==> config.mk <==
export PLATFORM = sky130hd
export DESIGN_NAME = logic_accum_unit
export DESIGN_NICKNAME = d
export VERILOG_FILES = /design/src/rtl/logic_unit_pkg.sv /design/src/rtl/logic_op_comb.sv /design/src/rtl/logic_accum_unit.sv
export SDC_FILE = /design/constraint.sdc
export NUM_CORES = 1
export LEC_CHECK = 0
export CORE_MARGIN = 2
export CORE_UTILIZATION = 53
export CTS_CLUSTER_DIAMETER = 120
export DETAILED_ROUTE_END_ITERATION = 10
export PLACE_DENSITY = 0.82
export SYNTH_ARGS = -nofsm -noshare
export SYNTH_HDL_FRONTEND = slang
export SYNTH_SLANG_ARGS = --single-unit
export TNS_END_PERCENT = 5
==> constraint.sdc <==
create_clock -name clk -period 2.44 [get_ports clk]
set_clock_uncertainty 0.1 [all_clocks]
set_input_delay 0.488 -clock clk [delete_from_list [all_inputs] [get_ports clk]]
set_output_delay 0.488 -clock clk [all_outputs]
set_load 0.02 [all_outputs]
==> src/rtl/logic_unit_pkg.sv <==
// Shared encodings for the bitwise logic / accumulate unit: operation codes and FSM states.
package logic_unit_pkg;

    typedef enum logic [1:0] {
        OP_XOR  = 2'b00,
        OP_AND  = 2'b01,
        OP_OR   = 2'b10,
        OP_XNOR = 2'b11
    } op_e;

    typedef enum logic {
        ST_IDLE  = 1'b0,
        ST_ACCUM = 1'b1
    } state_e;

endpackage

==> src/rtl/logic_op_comb.sv <==
// Purely combinational bitwise operator: r = op(a, b), no carries between bit lanes.
module logic_op_comb
    import logic_unit_pkg::*;
#(
    parameter int WIDTH = 16
) (
    input  logic [WIDTH-1:0] a,
    input  logic [WIDTH-1:0] b,
    input  logic [1:0]       op,
    output logic [WIDTH-1:0] r
);

    always_comb begin
        // NOTE: default first so every path assigns r and no latch is inferred.
        r = '0;
        case (op_e'(op))
            OP_XOR:  r = a ^ b;
            OP_AND:  r = a & b;
            OP_OR:   r = a | b;
            OP_XNOR: r = ~(a ^ b);
            default: r = '0;
        endcase
    end

endmodule

==> src/rtl/logic_accum_unit.sv <==
// Bitwise logic engine with valid/ready handshake, registered output and an
// accumulate mode that folds a burst into a running XOR emitted on the last beat.
module logic_accum_unit
    import logic_unit_pkg::*;
#(
    parameter int               WIDTH    = 16,
    parameter logic [WIDTH-1:0] ACC_INIT = '0
) (
    input  logic             clk,
    input  logic             rst,
    input  logic             in_valid,
    output logic             in_ready,
    input  logic [WIDTH-1:0] in_a,
    input  logic [WIDTH-1:0] in_b,
    input  logic [1:0]       in_op,
    input  logic             in_accum,
    input  logic             in_last,
    output logic             out_valid,
    input  logic             out_ready,
    output logic [WIDTH-1:0] out_data,
    output logic             out_parity,
    output logic             acc_busy
);

    logic [WIDTH-1:0] r;
    logic [WIDTH-1:0] acc_q;
    logic [WIDTH-1:0] acc_d;
    logic [WIDTH-1:0] out_data_d;
    state_e           state_q;
    state_e           state_d;

    logic accept;
    logic pop;
    logic push;
    logic open_beat;
    logic close_beat;

    // A stalled output blocks every beat type, including non-emitting accumulate beats.
    assign in_ready   = !out_valid || out_ready;
    assign accept     = in_valid && in_ready;
    assign pop        = out_valid && out_ready;
    assign open_beat  = accept && in_accum && !in_last;
    assign close_beat = accept && in_accum && in_last;
    assign push       = accept && (!in_accum || in_last);

    logic_op_comb #(
        .WIDTH (WIDTH)
    ) u_op (
        .a  (in_a),
        .b  (in_b),
        .op (in_op),
        .r  (r)
    );

    always_comb begin
        state_d    = state_q;
        acc_d      = acc_q;
        out_data_d = r;
        acc_busy   = (state_q == ST_ACCUM);
        if (open_beat) begin
            acc_d   = acc_q ^ r;
            state_d = ST_ACCUM;
        end else if (close_beat) begin
            acc_d      = ACC_INIT;
            state_d    = ST_IDLE;
            out_data_d = acc_q ^ r;
        end
    end

    // NOTE: state registers use non-blocking assignments so all flops update together.
    always_ff @(posedge clk or posedge rst) begin
        if (rst) begin
            state_q <= ST_IDLE;
            acc_q   <= ACC_INIT;
        end else begin
            state_q <= state_d;
            acc_q   <= acc_d;
        end
    end

    // A push in the same cycle as a pop replaces the result, keeping full throughput.
    always_ff @(posedge clk or posedge rst) begin
        if (rst) begin
            out_valid  <= 1'b0;
            out_data   <= '0;
            out_parity <= 1'b0;
        end else if (push) begin
            out_valid  <= 1'b1;
            out_data   <= out_data_d;
            out_parity <= ^out_data_d;
        end else if (pop) begin
            out_valid  <= 1'b0;
        end
    end

endmodule

==> flow_metrics.env <==
export IMPL_status="complete, but fails checks"
export IMPL_violations="negative setup slack"
export IMPL_fin_crit_sh_pct=105
export IMPL_crit_top_cell="xnor2_1"
export IMPL_n_fill_cell=265
export IMPL_rsz0062_at_grt="yes"
export IMPL_diodes=0
export IMPL_crit_fanout=2
export IMPL_relSlewSlack_pct=70.9
export IMPL_grt_max_degree=36
export IMPL_yosys_warnings=0
export IMPL_finalNetCount=531
export IMPL_fin_crit_ps=2560
export IMPL_yosys_top_cells_area="dfrtp_1, ha_1, xnor2_1"
export IMPL_grt_pass1_vias=3000
export IMPL_route_detailed_drc=0
export IMPL_routed_via_density=5.40
export IMPL_cpMaxStageDelayCell="xnor3_1"
export IMPL_gp_congestion=0.818
export IMPL_netlist_area_um2=3070
export IMPL_min_path_type="flip-flop to flip-flop"
export IMPL_grt_use_total_pct=30.2
export IMPL_p_per_area_nw_per_um2=653
export IMPL_hp_start="out_data[4]$_DFFE_PP0P_"
export IMPL_clockBufferDepth=2
export IMPL_avgRoutedWirePerCell_um=16.8
export IMPL_maxClockFrequency_mhz=391
export IMPL_die_x_um=80.1
export IMPL_holdWs_ps=381
export IMPL_syn_nets=404
export IMPL_cts_sinks=35
export IMPL_synth_avg_cell_area_um2=9.24
export IMPL_rows=27
export IMPL_netlist_area_leader_share_pct=28.5
export IMPL_ys_types=26
export IMPL_finalSetupTns_ps=-122
export IMPL_portBuffers=59
export IMPL_final_area_um2=4730
export IMPL_io_pins=60
export IMPL_setup_viol=2
export IMPL_peakVddDrop_v=0.000413
export IMPL_ant_nets=0
export IMPL_synth_seq_area_share_pct=28.5
export IMPL_antenna_found_initial=0
export IMPL_hold_viol_final=0
export IMPL_htreeDepth=2
export IMPL_fp_dieArea_um2=6410
export IMPL_cts_hold_buffers_added=0
export IMPL_clk_pin_slew_ps=70
export IMPL_cp_cell_sequence="clkdlybuf4s15_1 > inv_2 > ha_4 > mux2_4 > mux2i_4 > xnor2_1 > xnor2_1 > xnor2_1 > xnor3_1 > mux2_4"
export IMPL_crit_family="XOR/XNOR gates"
export IMPL_setup_worst_path_start="in_a[5]"
export IMPL_drive_gt1_share_pct=39.0
export IMPL_final_max_slew_violation_count=0
export IMPL_syn_to_final_growth_pct=54.2
export IMPL_ys_ff_latch=35
export IMPL_grt_pass1_wl_um=14600
export IMPL_max_stage_delay_ps=390
export IMPL_drtIter0Drc=261
export IMPL_clock_latency_ps=290
export IMPL_critPathCaptureType="flip-flop"
export IMPL_first_pass_iters=4
export IMPL_dpl_cell_area_um2=3950
export IMPL_overflow=0
export IMPL_vias=2868
export IMPL_timing_rr_start="acc_q[4]$_DFFE_PP0P_"
export IMPL_crit_buf_inv=2
export IMPL_hpwl_um=4980
export IMPL_rrSetupSlack_ps=250
export IMPL_tightest_slew_ps=437
export IMPL_crit_type="primary input to flip-flop"
export IMPL_core_um2=5540
export IMPL_initial_core_util_pct=55.4
export IMPL_cts_root_buffer="clkbuf_8"
export IMPL_cellLeakagePower_nw=2.18
export IMPL_wl_um=8930
export IMPL_fin_cells=531
export IMPL_drv_cap=0
export IMPL_total_power_mw=3.09
export IMPL_start_kind="primary input"
export IMPL_critical_path_arrival_ps=2640
export IMPL_yosysTopAreaCell="dfrtp_1"
export IMPL_syn_instance_count=332
export IMPL_postLayoutSetupSlackWorst_ps=-120
export IMPL_cts_buffers=5
export IMPL_cts_tree="yes"
export IMPL_cp_data_required_time_ps=2520
export IMPL_dp_cells=481
export IMPL_fp_dieH_um=80.1
[what timing repair did]
| action | in CTS | in global routing |
|---|---|---|
| endpoints found under the setup margin | 1 | 5 |
| setup buffers | 41 | 1 |
| pin swaps | 28 | 1 |
| gates cloned | 1 | 0 |
| resized for setup | 150 | 6 |
[cell usage in the layout (no fill, tap or decap), types with 4 or more instances in the layout]
cell type        count
dlygate4sd2_1       17
inv_2               25
buf_2                9
nor2_1              12
dfrtp_1             35
nor3_1               5
ha_1                15
mux2_4              17
nand2_1             51
a21oi_1              6
o21ai_1             41
inv_1               10
mux2i_1             14
xnor2_1             27
clkbuf_8             6
buf_12               4
buf_4               68
ha_4                17
clkdlybuf4s15_1      4
xor2_1              14
clkdlybuf4s50_1     25
mux2i_4             15
[layout make-up]
cell class | count | area [um2] | share of cell area (%)
Clock inverter | 1 | 5.00 | 0.106
Tap cell | 72 | 90.1 | 1.90
Multi-Input combinational cell | 248 | 2380 | 50.3
Timing Repair Buffer | 134 | 1160 | 24.6
Inverter | 35 | 131 | 2.78
Sequential cell | 35 | 876 | 18.5
Clock buffer | 6 | 82.6 | 1.75
[cells in the mapped netlist]
| master | count |
|---|---|
| nand2_1 | 51 |
| mux2i_1 | 22 |
| a21oi_1 | 7 |
| xor2_1 | 15 |
| clkbuf_1 | 8 |
| buf_6 | 3 |
| mux2i_4 | 5 |
| nor2_1 | 12 |
| buf_4 | 1 |
| nor3_1 | 6 |
| buf_2 | 1 |
| xor2_2 | 2 |
| xnor3_1 | 1 |
| o21ai_1 | 42 |
| mux2_4 | 3 |
| mux2i_2 | 5 |
| inv_1 | 34 |
| inv_2 | 1 |
| xnor2_1 | 28 |
| mux2_1 | 3 |
| nand3_1 | 2 |
| ha_1 | 32 |
| dfrtp_1 | 35 |
| buf_12 | 1 |
| mux2_2 | 11 |
| nand2b_1 | 1 |
[per-stage QoR]
| stage | setup slack, ps | utilization, % |
|---|---|---|
| floorplan | -94.5 | - |
| global placement | -730 | 71.3 |
| detailed placement | -761 | 71.3 |
| CTS | 1.16 | 84.8 |
| global route | -174 | 85.4 |
| finish | -120 | 85.4 |
[path summary, 6_finish.rpt]
kind,endpoint,cells past startpoint
hold / removal,out_data[4]$_DFFE_PP0P_,2
setup reg to reg,out_parity$_DFFE_PP0P_,7
min in group asynchronous,acc_q[0]$_DFFE_PP0P_,3
hold reg to reg,out_data[4]$_DFFE_PP0P_,2
setup / recovery,out_parity$_DFFE_PP0P_,10
max in group asynchronous,out_data[3]$_DFFE_PP0P_,3
[layer usage]
metal  part of all wire (%)  wire length [um]  track usage [%]
met5                      0                 0                0
met4                    3.6               323             14.6
met3                    6.2               555             5.39
met2                     52              4630             54.6
met1                     38              3420             34.0
[report_power, final]
part           switching [mW]  total [mW]  internal (mW)
Sequential              0.168       0.904          0.736
Combinational           0.809        1.76          0.948
Clock                   0.206       0.427          0.221
Total                    1.18        3.09           1.91
[flip-flops by register name, indices dropped and copies added (netlist names)]
| name | count |
|---|---|
| out_valid | 1 |
| acc_busy | 1 |
| out_parity | 1 |
| out_data | 16 |
| acc_q | 16 |
[worst register-to-register path, delay by kind of cell, from the launching register on]
family / cells / cell delay, ps
XOR/XNOR: 5 / 1160
multiplexers: 1 / 280
flip-flops: 1 / 430
AND/OR/NAND/NOR: 1 / 100
[cells by family after synthesis]
logic type / after synthesis / synth area share (%)
XOR/XNOR: 46 / 14.1
AO/OA/AOI/OAI: 49 / 7.99
adder cells (fa/ha/maj): 32 / 13.1
buffers and inverters: 49 / 7.42
AND/OR/NAND/NOR: 72 / 9.22
multiplexers: 49 / 19.7
flip-flops: 35 / 28.5
Note: power is estimated with default switching activity, not from simulation.
